$ cat src/rtl/cache_rd_arbiter.sv
// Arbitrates the shared bridge read channel between icache and dcache, one burst at a time.
// Request path and return steering are combinational; new requests stall while a burst is outstanding.
module cache_rd_arbiter #(
  parameter int MAX_BEATS   = 8,
  parameter bit DCACHE_PRIO = 1'b0
) (
  input  logic        clock,
  input  logic        reset,
  input  logic        i_rd_req,
  input  logic [2:0]  i_rd_type,
  input  logic [31:0] i_rd_addr,
  output logic        i_rd_rdy,
  output logic        i_ret_valid,
  output logic        i_ret_last,
  input  logic        d_rd_req,
  input  logic [2:0]  d_rd_type,
  input  logic [31:0] d_rd_addr,
  output logic        d_rd_rdy,
  output logic        d_ret_valid,
  output logic        d_ret_last,
  output logic        rd_req,
  output logic [2:0]  rd_type,
  output logic [31:0] rd_addr,
  input  logic        rd_rdy,
  input  logic        ret_valid,
  input  logic        ret_last,
  output logic        err
);

  localparam int CW = $clog2(MAX_BEATS) + 1;
  localparam logic [CW-1:0] MAX_CNT = CW'(MAX_BEATS);

  localparam logic [1:0] IDLE   = 2'd0;
  localparam logic [1:0] BUSY_I = 2'd1;
  localparam logic [1:0] BUSY_D = 2'd2;

  logic [1:0]    state_q, state_d;
  logic          last_grant_q, last_grant_d;
  logic [CW-1:0] beat_cnt_q, beat_cnt_d;
  logic          err_q, err_d;
  logic          win_i, win_d;
  logic [CW-1:0] beat_next;

  // On a tie the dcache wins under fixed priority, otherwise whoever was not granted last.
  always_comb begin
    win_i = 1'b0;
    win_d = 1'b0;
    if (i_rd_req && d_rd_req) begin
      if (DCACHE_PRIO || !last_grant_q) win_d = 1'b1;
      else                              win_i = 1'b1;
    end else if (i_rd_req) begin
      win_i = 1'b1;
    end else if (d_rd_req) begin
      win_d = 1'b1;
    end
  end

  always_comb begin
    i_rd_rdy    = 1'b0;
    i_ret_valid = 1'b0;
    i_ret_last  = 1'b0;
    d_rd_rdy    = 1'b0;
    d_ret_valid = 1'b0;
    d_ret_last  = 1'b0;
    rd_req      = 1'b0;
    rd_type     = 3'd0;
    rd_addr     = 32'd0;
    err         = 1'b0;
    if (!reset) begin
      err = err_q;
      case (state_q)
        IDLE: begin
          if (win_i) begin
            rd_req   = 1'b1;
            rd_type  = i_rd_type;
            rd_addr  = i_rd_addr;
            i_rd_rdy = rd_rdy;
          end else if (win_d) begin
            rd_req   = 1'b1;
            rd_type  = d_rd_type;
            rd_addr  = d_rd_addr;
            d_rd_rdy = rd_rdy;
          end
        end
        BUSY_I: begin
          i_ret_valid = ret_valid;
          i_ret_last  = ret_valid && ret_last;
        end
        BUSY_D: begin
          d_ret_valid = ret_valid;
          d_ret_last  = ret_valid && ret_last;
        end
        default: ;
      endcase
    end
  end

  always_comb begin
    state_d      = state_q;
    last_grant_d = last_grant_q;
    beat_cnt_d   = beat_cnt_q;
    err_d        = err_q;
    beat_next    = beat_cnt_q + 1'b1;
    case (state_q)
      IDLE: begin
        // A beat with no owner is dropped and flagged.
        if (ret_valid) err_d = 1'b1;
        if ((win_i || win_d) && rd_rdy) begin
          state_d      = win_d ? BUSY_D : BUSY_I;
          last_grant_d = win_d;
          beat_cnt_d   = '0;
        end
      end
      BUSY_I, BUSY_D: begin
        if (ret_valid) begin
          beat_cnt_d = beat_next;
          if (ret_last) begin
            state_d = IDLE;
          end else if (beat_next == MAX_CNT) begin
            state_d = IDLE;
            err_d   = 1'b1;
          end
        end
      end
      default: state_d = IDLE;
    endcase
  end

  always_ff @(posedge clock) begin
    if (reset) begin
      state_q      <= IDLE;
      last_grant_q <= 1'b1;
      beat_cnt_q   <= '0;
      err_q        <= 1'b0;
    end else begin
      state_q      <= state_d;
      last_grant_q <= last_grant_d;
      beat_cnt_q   <= beat_cnt_d;
      err_q        <= err_d;
    end
  end

endmodule

$ cat config.mk
export PLATFORM = sky130hd
export DESIGN_NAME = cache_rd_arbiter
export DESIGN_NICKNAME = d
export VERILOG_FILES = /design/src/rtl/cache_rd_arbiter.sv
export SDC_FILE = /design/constraint.sdc
export NUM_CORES = 1
export LEC_CHECK = 0
export ABC_AREA = 1
export CORE_AREA = 2 2 69 71
export CTS_BUF_LIST = sky130_fd_sc_hd__clkbuf_4 sky130_fd_sc_hd__clkbuf_8 sky130_fd_sc_hd__clkbuf_16
export DETAILED_ROUTE_END_ITERATION = 8
export DIE_AREA = 0 0 71 73
export GPL_TIMING_DRIVEN = 0
export PLACE_DENSITY = 0.82
export SETUP_SLACK_MARGIN = 0.1
export SLEW_MARGIN = 5
export SYNTH_ARGS = -nofsm -noshare
export SYNTH_HDL_FRONTEND = slang
export SYNTH_SLANG_ARGS = --single-unit
$ cat constraint.sdc
create_clock -name clock -period 1.9 [get_ports clock]
set_input_delay 0.38 -clock clock [delete_from_list [all_inputs] [get_ports clock]]
set_output_delay 0.38 -clock clock [all_outputs]
set_load 0.01 [all_outputs]
==> results.ini, run 1 <==
[run_status]
status = finished with violations
violations = negative setup slack

[setup_path]
rr_startpoint = state_q[0]
worst_ep_arrival_time_ns = 1.53
cp-start-kind = register
cp.required_ns = 1.52
crit_fanout = 7
end_kind = output port
critPathKind = reg -> out
startpoint = state_q[1]

[clock_network]
cts_buffer_depth = 2
cts_max_level = 1
hold_buffers = 0
cts_buffers = 3
tritoncts_num_sinks = 8
path_clk_slew_ns = 0.04
root_buffer = clkbuf_8
cts_tree = built
clkLatencyLatePin_ns = 0.24

[yosys]
yosys_warnings = 0
synth_area_sq_um = 1370
ys_types = 26
synth_seq_cells = 8
avgSynthCellArea_sq_um = 6.70
synth-main-ff-cell = dfxtp_1
yosysSeqAreaShare_pct = 11.7
synthCells = 204
synth_edf_count = 0
async_flop_share_pct = 0
syn-num-nets = 285

[pwr]
leakage_nw = 1.28
switching_share_pct = 43.2
power_mw = 2.30
clock_power_share_pct = 9.3
p_comb_share_pct = 80.2
internal_power_mw = 1.30
power.density_nw_per_um2 = 764
vdd_drop_max_mv = 0.604
p_seq_share_pct = 10.5
p_sw_uw = 993

[floorplanning]
dieArea_sq_um = 5180
start_util_pct = 30.1
pin_count = 120
die-height_microns = 73
design.core.area_sq_um = 4540
die_w_microns = 71
rows = 25

[place]
globalplace.congestion = 0.789
io_buffers = 118
place_hpwl_microns = 3950

[drt]
num_vias = 1982
ant_nets = 0
firstDrtPassIters = 4
wl_microns = 6310
via_per_inst = 4.85
post_drt_wl_per_cell_microns = 15.4
drt_iter0_drc = 72
drc = 0

[layout]
antenna_cells = 0
syn_to_final_growth_pct = 120
nets = 438
nFillCells = 409
drive_gt1_share_pct = 44.5

[global_routing]
grt_pass1_wl_microns = 9110
met2_usage_pct = 42.2
grt_use_total_pct = 21.7
overflow = 0
use_met1_pct = 24.6
first_global_vias = 1918
top_usage_layer = met2
grtUsageMet3_pct = 3.59
grt_start_max_net_pins = 11
antenna_found_initial = 0

[sta]
fmax_ghz = 0.522
finalSetupViolCount = 2
fin_ws_ns = -0.0145
hold_viol = 0
tightest_slew_ns = 0.284
finalCritPeriodShare_pct = 101
relSlewSlack_pct = 81.0
rsz0062_at_grt = yes
slew_viol_final = 0
setup_tns_ns = -0.0217
finalCriticalPeriod_ns = 1.91
skew_ns = 0.00194

[worst_hold_path]
hp-class = in -> reg
worstHoldStart = reset

[job]
maxCapViolations = 0

-- what timing repair did --
action | CTS | global route
cloned | 6 | 1
pin swaps | 13 | 22
buffers inserted | 19 | 4
endpoints found under the setup margin | 42 | 39
resized for setup | 225 | 30
-- sequential cells by signal, summed over array words and instances (netlist names) --
name / flops
state_q: 2
err_q: 1
beat_cnt_q: 4
last_grant_q: 1
-- per-layer routing --
layer / vias up / wire, microns
met1: 904 / 2360
met3: 5 / 426
met5: - / 0
met2: 75 / 3460
met4: 0 / 62
li1: 998 / -
-- critical path: stages (launching register included) --
cell	delay, ns
dfxtp_2	0.32
inv_2	0.07
ha_4	0.14
buf_8	0.13
nand2_8	0.11
buf_12	0.18
a211oi_4	0.17
buf_2	0.17
-- synth_stat cells (2+ instances only) --
| cell | count | area [sq um] |
|---|---|---|
| ha_1 | 4 | 50.1 |
| nand2_1 | 49 | 184 |
| buf_2 | 8 | 40.0 |
| a211oi_2 | 28 | 350 |
| nor3_1 | 3 | 15.0 |
| nand3_1 | 7 | 35.0 |
| inv_1 | 13 | 48.8 |
| dfxtp_1 | 8 | 160 |
| a211oi_1 | 6 | 45.0 |
| nor4_1 | 2 | 12.5 |
| inv_2 | 3 | 11.3 |
| nor2_4 | 4 | 45.0 |
| buf_4 | 2 | 15.0 |
| buf_6 | 5 | 56.3 |
| o21ai_0 | 3 | 15.0 |
| nand4_1 | 3 | 18.8 |
| a21oi_1 | 6 | 30.0 |
| nor2_1 | 42 | 158 |
-- cells in the final DEF, fill, tap and decap left out, types with 3 or more instances in the layout --
master | synthesis | layout
o21ai_0 | 3 | 3
buf_6 | 5 | 16
clkdlybuf4s50_1 | 0 | 73
clkbuf_8 | 0 | 3
a211oi_2 | 28 | 33
nor2_2 | 1 | 3
nand3_1 | 7 | 6
nor2_4 | 4 | 9
dfxtp_1 | 8 | 5
inv_1 | 13 | 10
buf_8 | 0 | 3
a21oi_1 | 6 | 5
buf_12 | 0 | 4
inv_2 | 3 | 5
nor2_1 | 42 | 35
nand4_1 | 3 | 3
nand2_1 | 49 | 48
buf_4 | 2 | 19
ha_1 | 4 | 3
buf_2 | 8 | 41
-- cell families after synthesis --
family	after synthesis	synth area share [%]
buf+inv	31	12.5
simple gates	113	36.3
flops	8	11.7
compound gates	48	35.8
fa+ha+maj	4	3.66
-- worst paths after layout --
| check | endpoint | slack (ns) | cells after the start |
|---|---|---|---|
| max reg2reg | beat_cnt_q[0] | 0.36 | 10 |
| max | rd_addr[22] | -0.01 | 7 |
| min reg2reg | beat_cnt_q[3] | 0.47 | 2 |
| min | beat_cnt_q[3] | 0.39 | 2 |
-- final cells by class --
class | count | area (sq um) | area share [%]
inverters | 16 | 62.6 | 2.08
repair buffers | 147 | 1290 | 43.0
multi-input cells | 166 | 1180 | 39.4
plain buffers | 15 | 191 | 6.37
well taps | 54 | 67.6 | 2.25
flip-flops and latches | 8 | 166 | 5.54
clock buffers | 3 | 41.3 | 1.37
-- power groups by stage --
stage               clock [mW]  sequential [mW]  combinational [mW]
finish                   0.214            0.240                1.84
CTS                      0.221            0.239                1.67
global route             0.226            0.245                1.97
detailed placement           0            0.238                1.34
global placement             0            0.237                1.31
floorplan                    0            0.231               0.771
-- per-stage QoR --
step                setup WS, ns  hold slack [ns]  cells  cell area, sq um  util (%)
detailed placement        -0.774            0.468    376              2620      57.7
global placement          -0.738            0.465    376              2620      57.7
floorplan                  0.287            0.449    204              1370         -
global route             -0.0640            0.395    409              3010      66.3
finish                   -0.0145            0.385    409              3010      66.3
CTS                       0.0127            0.382    404              2860      63.1
No activity file was read; power rests on OpenSTA's default activity.
==> run 2: changes to the inputs <==
RECOVER_POWER = 100   (was not set)
==> results of run 2 <==
Same layout as run 1: the final DEF is identical, and so are final timing and power.
